<file path="config.mk">
export PLATFORM = sky130hd
export DESIGN_NAME = signed_addsub_pipe
export DESIGN_NICKNAME = d
export VERILOG_FILES = /design/src/rtl/signed_addsub_pkg.sv /design/src/rtl/addsub_chunk.sv /design/src/rtl/signed_addsub_pipe.sv
export SDC_FILE = /design/constraint.sdc
export NUM_CORES = 1
export LEC_CHECK = 0
export ABC_AREA = 1
export ABC_CLOCK_PERIOD_IN_PS = 6700
export CAP_MARGIN = 0
export CORE_ASPECT_RATIO = 0.7
export CORE_MARGIN = 1
export CORE_UTILIZATION = 37
export DETAILED_ROUTE_END_ITERATION = 10
export PLACE_DENSITY = 0.65
export SETUP_SLACK_MARGIN = 0.15
export SYNTH_ARGS = -nofsm -noshare
export SYNTH_HDL_FRONTEND = slang
export SYNTH_SLANG_ARGS = --single-unit
</file>
<file path="constraint.sdc">
create_clock -name clk -period 6.7 [get_ports clk]
set_input_delay 2.01 -clock clk [delete_from_list [all_inputs] [get_ports clk]]
set_output_delay 2.01 -clock clk [all_outputs]
set_load 0.01 [all_outputs]
</file>
<file path="src/rtl/signed_addsub_pkg.sv">
// rtl/signed_addsub_pkg.sv - shared types and saturation constants for the signed add/sub pipeline
package signed_addsub_pkg;

   typedef enum logic {
      OP_ADD = 1'b0,
      OP_SUB = 1'b1
   } op_e;

   // Widest result the saturation helpers can describe; callers slice to their own width.
   localparam int MAX_W = 64;

   // Largest positive two's complement value of width w: 0111..1
   function automatic logic [MAX_W-1:0] sat_max(input int w);
      return (MAX_W'(1) << (w - 1)) - MAX_W'(1);
   endfunction

   // Most negative two's complement value of width w: 1000..0
   function automatic logic [MAX_W-1:0] sat_min(input int w);
      return MAX_W'(1) << (w - 1);
   endfunction

endpackage

</file>
<file path="src/rtl/addsub_chunk.sv">
// rtl/addsub_chunk.sv - combinational CHUNK-bit ripple slice of the add/sub carry chain
module addsub_chunk #(
   parameter int CHUNK = 4
) (
   input  logic [CHUNK-1:0] a,
   input  logic [CHUNK-1:0] b,
   input  logic             c_in,
   output logic [CHUNK-1:0] s,
   output logic             c_out,
   output logic             c_msb
);

   assign {c_out, s} = {1'b0, a} + {1'b0, b} + {{CHUNK{1'b0}}, c_in};

   // Carry into the slice MSB recovered from the MSB sum bit; the last stage uses it for overflow.
   assign c_msb = s[CHUNK-1] ^ a[CHUNK-1] ^ b[CHUNK-1];

endmodule

</file>
<file path="src/rtl/signed_addsub_pipe.sv">
// rtl/signed_addsub_pipe.sv - pipelined signed adder/subtractor with saturation and sticky overflow
module signed_addsub_pipe
   import signed_addsub_pkg::*;
#(
   parameter int WIDTH = 16,
   parameter int CHUNK = 4
) (
   input  logic             clk,
   input  logic             rst,
   input  logic             in_valid,
   output logic             in_ready,
   input  logic [WIDTH-1:0] input_a,
   input  logic [WIDTH-1:0] input_b,
   input  logic             Cin,
   input  logic             sub,
   input  logic             sat,
   output logic             out_valid,
   input  logic             out_ready,
   output logic [WIDTH-1:0] sum,
   output logic             Cout,
   output logic             overflow,
   output logic             ovf_sticky,
   input  logic             ovf_clear
);

   localparam int STAGES = WIDTH / CHUNK;
   localparam int LAST   = STAGES - 1;

   localparam logic [MAX_W-1:0] SAT_MAX_W = sat_max(WIDTH);
   localparam logic [MAX_W-1:0] SAT_MIN_W = sat_min(WIDTH);
   localparam logic [WIDTH-1:0] SAT_MAX   = SAT_MAX_W[WIDTH-1:0];
   localparam logic [WIDTH-1:0] SAT_MIN   = SAT_MIN_W[WIDTH-1:0];

   if (WIDTH < 2 || CHUNK < 1 || (WIDTH % CHUNK) != 0) begin : g_param_check
      $error("signed_addsub_pipe: WIDTH must be >= 2 and a multiple of CHUNK");
   end

   op_e              op;
   logic             en;
   logic [WIDTH-1:0] b_eff;
   logic             c_eff;

   // Per-stage inputs (from ports for stage 0, from the previous register otherwise)
   logic [WIDTH-1:0] a_in   [STAGES];
   logic [WIDTH-1:0] b_in   [STAGES];
   logic [WIDTH-1:0] s_in   [STAGES];
   logic [WIDTH-1:0] s_nx   [STAGES];
   logic             v_in   [STAGES];
   logic             c_in   [STAGES];
   logic             sat_in [STAGES];
   logic [CHUNK-1:0] s_ch   [STAGES];
   logic             co_ch  [STAGES];
   logic             cm_ch  [STAGES];

   // Inter-stage registers; the final stage registers straight into the output registers below.
   logic [WIDTH-1:0] a_q    [STAGES];
   logic [WIDTH-1:0] b_q    [STAGES];
   logic [WIDTH-1:0] s_q    [STAGES];
   logic             v_q    [STAGES];
   logic             c_q    [STAGES];
   logic             sat_q  [STAGES];

   logic             out_valid_q;
   logic [WIDTH-1:0] sum_q, sum_d;
   logic             cout_q;
   logic             ovf_q, ovf_d;
   logic             sticky_q, sticky_d;

   // The only stall point is the output; every register advances together when it is free.
   assign en       = !(out_valid_q && !out_ready);
   assign in_ready = !rst && en;

   // Subtraction folds into addition of the inverted operand and inverted borrow.
   assign op    = op_e'(sub);
   assign b_eff = (op == OP_SUB) ? ~input_b : input_b;
   assign c_eff = (op == OP_SUB) ? ~Cin : Cin;

   for (genvar k = 0; k < STAGES; k++) begin : g_stage
      if (k == 0) begin : g_src
         assign a_in[k]   = input_a;
         assign b_in[k]   = b_eff;
         assign s_in[k]   = '0;
         assign v_in[k]   = in_valid && in_ready;
         assign c_in[k]   = c_eff;
         assign sat_in[k] = sat;
      end else begin : g_src
         assign a_in[k]   = a_q[k-1];
         assign b_in[k]   = b_q[k-1];
         assign s_in[k]   = s_q[k-1];
         assign v_in[k]   = v_q[k-1];
         assign c_in[k]   = c_q[k-1];
         assign sat_in[k] = sat_q[k-1];
      end

      addsub_chunk #(.CHUNK(CHUNK)) u_chunk (
         .a     (a_in[k][k*CHUNK +: CHUNK]),
         .b     (b_in[k][k*CHUNK +: CHUNK]),
         .c_in  (c_in[k]),
         .s     (s_ch[k]),
         .c_out (co_ch[k]),
         .c_msb (cm_ch[k])
      );

      // Bits above the current chunk are still zero in s_in, so OR merges the new slice.
      assign s_nx[k] = s_in[k] | (WIDTH'(s_ch[k]) << (k * CHUNK));

      if (k < LAST) begin : g_reg
         // Stage k register: partial sum, carry, skewed operands and sat mode travel together.
         always_ff @(posedge clk) begin
            if (rst) begin
               v_q[k]   <= 1'b0;
               a_q[k]   <= '0;
               b_q[k]   <= '0;
               s_q[k]   <= '0;
               c_q[k]   <= 1'b0;
               sat_q[k] <= 1'b0;
            end else if (en) begin
               v_q[k]   <= v_in[k];
               a_q[k]   <= a_in[k];
               b_q[k]   <= b_in[k];
               s_q[k]   <= s_nx[k];
               c_q[k]   <= co_ch[k];
               sat_q[k] <= sat_in[k];
            end
         end
      end
   end

   assign ovf_d = cm_ch[LAST] ^ co_ch[LAST];

   // Clamp on signed overflow; a set raw MSB means the true result overflowed positive.
   always_comb begin
      sum_d = s_nx[LAST];
      if (sat_in[LAST] && ovf_d) begin
         sum_d = s_nx[LAST][WIDTH-1] ? SAT_MAX : SAT_MIN;
      end
   end

   // Output register; Cout and overflow always report the unclamped arithmetic.
   always_ff @(posedge clk) begin
      if (rst) begin
         out_valid_q <= 1'b0;
         sum_q       <= '0;
         cout_q      <= 1'b0;
         ovf_q       <= 1'b0;
      end else if (en) begin
         out_valid_q <= v_in[LAST];
         sum_q       <= sum_d;
         cout_q      <= co_ch[LAST];
         ovf_q       <= ovf_d;
      end
   end

   // Sticky flag: an overflowing transfer beats a simultaneous clear.
   always_comb begin
      sticky_d = sticky_q;
      if (ovf_clear) begin
         sticky_d = 1'b0;
      end
      if (out_valid_q && out_ready && ovf_q) begin
         sticky_d = 1'b1;
      end
   end

   // Sticky register, independent of the stall enable.
   always_ff @(posedge clk) begin
      if (rst) begin
         sticky_q <= 1'b0;
      end else begin
         sticky_q <= sticky_d;
      end
   end

   assign out_valid  = out_valid_q;
   assign sum        = sum_q;
   assign Cout       = cout_q;
   assign overflow   = ovf_q;
   assign ovf_sticky = sticky_q;

endmodule

</file>
# == Word-level counts from Yosys, hierarchy flattened ==
# Memories as Yosys holds them, arrays and structs flattened. A register that Yosys moved wholly into a read port is not among the register bits.
# Index checks and enable logic that the tools add are counted.
# op_classes
addsub,8
n_mux,29
bitwise_logic,26
reduce_logical,11
# ops
operator,count
$mux W16,12
$add A4 B4 Y5,4
$add A5 B1 Y5,4
$or A1 B1 Y1,18
$mux W1,17
$not A16 Y16,1
$or A16 B12 Y16,1
$or A16 B16 Y16,1
$or A16 B8 Y16,1
$logic_and A1 B1 Y1,6
$logic_not A1 Y1,4
$xor A1 B1 Y1,3
$reduce_bool A2 Y1,1
$not A1 Y1,1
# word_totals
register_bits,19
mem_bits_rw,204
inputBits,40
out_inout_bits,21
mem_count,6
# memory_table
name,words,width,read_ports,rd_clocked_by_memory_dff,wr,line_no,source
a_q,4,16,3,0,3,signed_addsub_pipe.sv:56,logic [WIDTH-1:0] a_q [STAGES];
b_q,4,16,3,0,3,signed_addsub_pipe.sv:57,logic [WIDTH-1:0] b_q [STAGES];
s_q,4,16,3,0,3,signed_addsub_pipe.sv:58,logic [WIDTH-1:0] s_q [STAGES];
c_q,4,1,3,0,3,signed_addsub_pipe.sv:60,logic c_q [STAGES];
sat_q,4,1,3,0,3,signed_addsub_pipe.sv:61,logic sat_q [STAGES];
v_q,4,1,3,1,3,signed_addsub_pipe.sv:59,logic v_q [STAGES];

# == Logic depth before layout (Yosys ltp) ==
# An unclocked memory read counts as a cell.
# logic_depth
ltp_word,8
mapped_depth,16

# == Cells and area by module ==
# A second synthesis with hierarchy kept.
# unflattened
hier_cells,514
hier_area_um2,5022.3
# modules_own_cells
module,instances,cells_per_inst,area_each_um2,seq_area_each_um2
signed_addsub_pipe,1,386,4176.5,2832.7
addsub_chunk (g_stage[0].u_chunk ...),3,31,207.7,0.0
addsub_chunk (g_stage[3].u_chunk),1,35,222.7,0.0

# == Worst setup path after synthesis ==
# No wires, ideal clock.
# synth_path
path_type,input-to-output
start,input port out_ready
end,output port in_ready
arrival_time_ps,2516
t_required_ps,4690
setup_slack_ps,2174
cell_stages,3
path_cell_list,nor2_1 -> nor2_1 -> buf_2
# synth_via
elab_chain_cells,4
# synth_rtl
element,line_no,source
from (decl),signed_addsub_pipe.sv:18,"input logic out_ready,"
$logic_not A1 Y1,signed_addsub_pipe.sv:70,assign en = !(out_valid_q && !out_ready);
$logic_and A1 B1 Y1,signed_addsub_pipe.sv:70,
$logic_not A1 Y1,signed_addsub_pipe.sv:70,
$logic_and A1 B1 Y1,signed_addsub_pipe.sv:71,assign in_ready = !rst && en;
to (decl),signed_addsub_pipe.sv:11,"output logic in_ready,"
# Every way passes these cells.

# == Final worst setup path ==
# Ends and elaborated chain as after synthesis.

==> metrics.txt <==
status complete, no violations; CP Depth 4; CP most frequent cell clkdlybuf4s50_1; Starting DRT DRC Count ~150; FP Rows 33; Slew Limit Fails 0; top-area cell type share of the netlist area 0.521; Synth top cells by count inv_1, nand2_1, nor2_1; largest net degree at the start of global routing between 70 and 80; Final Critical Period 5.23 ns; fin nets 578; gr ovfl total 0; Sinks on Clock Net approximately 100; CTS tree yes; Hold Fails Final Rpt 0; r2r setup slk 4.26 ns; Setup TNS 0 ns; CTS H-tree lvls 3; hold slack 0.460 ns; Clock Latency Late Sink 0.34 ns; Layout Utilization 0.475; Hold Crit Class reg -> reg; max-cap viol count 0; simple-gate share of the synthesized area 0.179; GP Congestion ~0.70; Layout Cells excl Fill 680; Synth Area in Compound Gates 0.0252; min-delay src sum[15]; power per cell area 244 nW/um^2; max incr delay on CP 0.55 ns; CTS clk-pin slew, worst paths ~0.060 ns; WP data arrival ~3.2 ns; Setup CP Type in -> out; postcts setup bufs 0; residual DRC count 0; mapped cell area between 4000 and 5000 sq um; RR Startpoint out_valid; Vias per Instance 4.20; Post-synth EDFFs 81; mux contribution to synthesized area 0; CP bufs+invs 2; die area 13,100 sq um; Hold-fix buffers, CTS 0; Avg Cell Area, Syn about 10 sq um; RSZ-0062 raised after global routing no; dominant synthesized flop cell edfxtp_1; synthesized-area fraction occupied by adder cells 0.0665; worst reg2reg path depth 6; top-level I/O count 61; chip width 136 um; skew final between 0.006 and 0.007 ns; initial core utilization 0.390; cell family with the largest share of critical-path delay buffers and inverters; count leader, synth inv_1; dpl hpwl 4960 um; Final period util 0.781; GRT Total Usage 0.121; die span in y 96.0 um; final instance area 5680 sq um; initial antenna violation count 0; antenna-violating nets left 0; worst setup path endpoint in_ready; # setup viols final 0; final worst setup slack 1.47 ns; Max VDD drop 0.134 mV; Seq/Total Area, Yosys 0.607; number of fill cells in the layout 1,122; Synth Area in XOR/XNOR 0.0338; Syn Nets 519; number of distinct library cells after synthesis 26; Max Fclk 0.191 GHz; crit-path cells clkdlybuf4s50_1 -> nor2_1 -> nor2_2 -> clkdlybuf4s50_1; via count ~2,900; Post-synth ARST share 0; Placed Area 5410 sq um; Worst Setup End Kind output pin; PortBufs 60; Post-CTS Resized 0; Tot Pwr about 1.4 mW; post-DR wirelength/cell 10.5 um; pre-CTS WS 1.47 ns; Area growth syn-to-layout 21.8%; WL final slightly above 7000 um; worst-margin pin slew 1.20 ns; Worst Path Required 4.69 ns; Clock Root Buffer clkbuf_16; TritonCTS Buffers 9; Setup crit start out_ready; global-route wire length before repair ~12,000 um; reg2reg end a_q[1][14]; static leakage approximately 2.5 nW; main combinational cell family by area after synthesis simple AND/OR/NAND/NOR gates; Pre-antenna DRT Iters 5; largest cells by area after synthesis edfxtp_1, dfxtp_1, inv_1; vias in the first global route roughly 2,700; core box area about 12,000 sq um; CP Launch Type input pin; max_slew headroom 0.201; Yosys top cell by area edfxtp_1; ant diodes 0; CTS max path bufs 2; Mapped Cells 459; critical path fanouts, max 3; number of synthesized register bits 101; slowest CP cell clkdlybuf4s50_1; layout cells sized above 1 0.0860; Inst Count DP between 600 and 700; Yosys warning count 0
## worst min path at each step
stage                            to  cells after the start
after CTS                   sum[15]                      2
final                       sum[15]                      2
after global routing        sum[14]                      2
after detailed placement    sum[15]                      2
after global placement      sum[13]                      2
after floorplan           out_valid                      2
## worst register-to-register path, stage by stage, from the launching register on
cell,delay (ns)
dfxtp_1,0.35
inv_1,0.05
nor2_1,0.18
inv_1,0.08
nor2_2,0.56
inv_2,0.40
buf_4,0.46
## flip-flops by register name, summed over array words and instances, names as in the netlist
signal and count:
v_q 3, out_valid 1, a_q 24, s_q 24
ovf_sticky 1, sat_q 3, overflow 1, c_q 3
sum 16, b_q 24, Cout 1
## per-layer routing
metal / wire, um / part of all wire / up-vias / track usage
li1: - / - / 1539 / -
met3: 259 / 0.036 / 10 / 0.0332
met4: 89 / 0.012 / 0 / 0.0463
met2: 3240 / 0.45 / 52 / 0.197
met5: 0 / 0 / - / 0
met1: 3580 / 0.50 / 1253 / 0.155
## area by class of cell
class / instances / area (sq um) / share of cell area
clock buffers: 9 / 225 / 0.0396
clock inverters: 7 / 50.0 / 0.00881
inverters: 88 / 330 / 0.0581
multi-input cells: 255 / 1430 / 0.251
flip-flops and latches: 101 / 2830 / 0.498
well taps: 157 / 196 / 0.0346
repair buffers: 63 / 623 / 0.110
## cells by family after synthesis
family	count (synthesis)
DFF	101
and+or+nand+nor	197
buffers and inverters	103
adders and majority gates	20
AOI/OAI and AO/OA	20
xor gates and xnor gates	18
## layout by cell type (no fill, tap or decap)
| cell type | n |
|---|---|
| o21ai_0 | 5 |
| ha_1 | 12 |
| nand2_4 | 2 |
| clkinv_4 | 1 |
| inv_1 | 85 |
| a22o_1 | 1 |
| a31oi_1 | 1 |
| nand3_4 | 1 |
| inv_6 | 1 |
| buf_4 | 3 |
| clkdlybuf4s50_1 | 60 |
| inv_2 | 3 |
| xor2_1 | 4 |
| clkinv_2 | 2 |
| a21oi_1 | 9 |
| inv_8 | 1 |
| nand3_2 | 3 |
| xnor2_1 | 14 |
| nand2_1 | 85 |
| clkbuf_16 | 9 |
| dfxtp_1 | 20 |
| edfxtp_1 | 81 |
| fa_1 | 8 |
| nand2_2 | 14 |
| a21oi_2 | 2 |
| nor3b_1 | 1 |
| nor2_1 | 82 |
| clkinvlp_4 | 1 |
| clkinv_1 | 1 |
| a211oi_1 | 2 |
| nand3_1 | 7 |
| nor2_2 | 2 |
## report_power, final
part | total, mW | internal (mW) | switching, mW
Sequential | 0.748 | 0.730 | 0.0179
Combinational | 0.163 | 0.0785 | 0.0845
Clock | 0.474 | 0.253 | 0.220
Total | 1.38 | 1.06 | 0.323
Note: power is estimated with default switching activity, not from simulation.
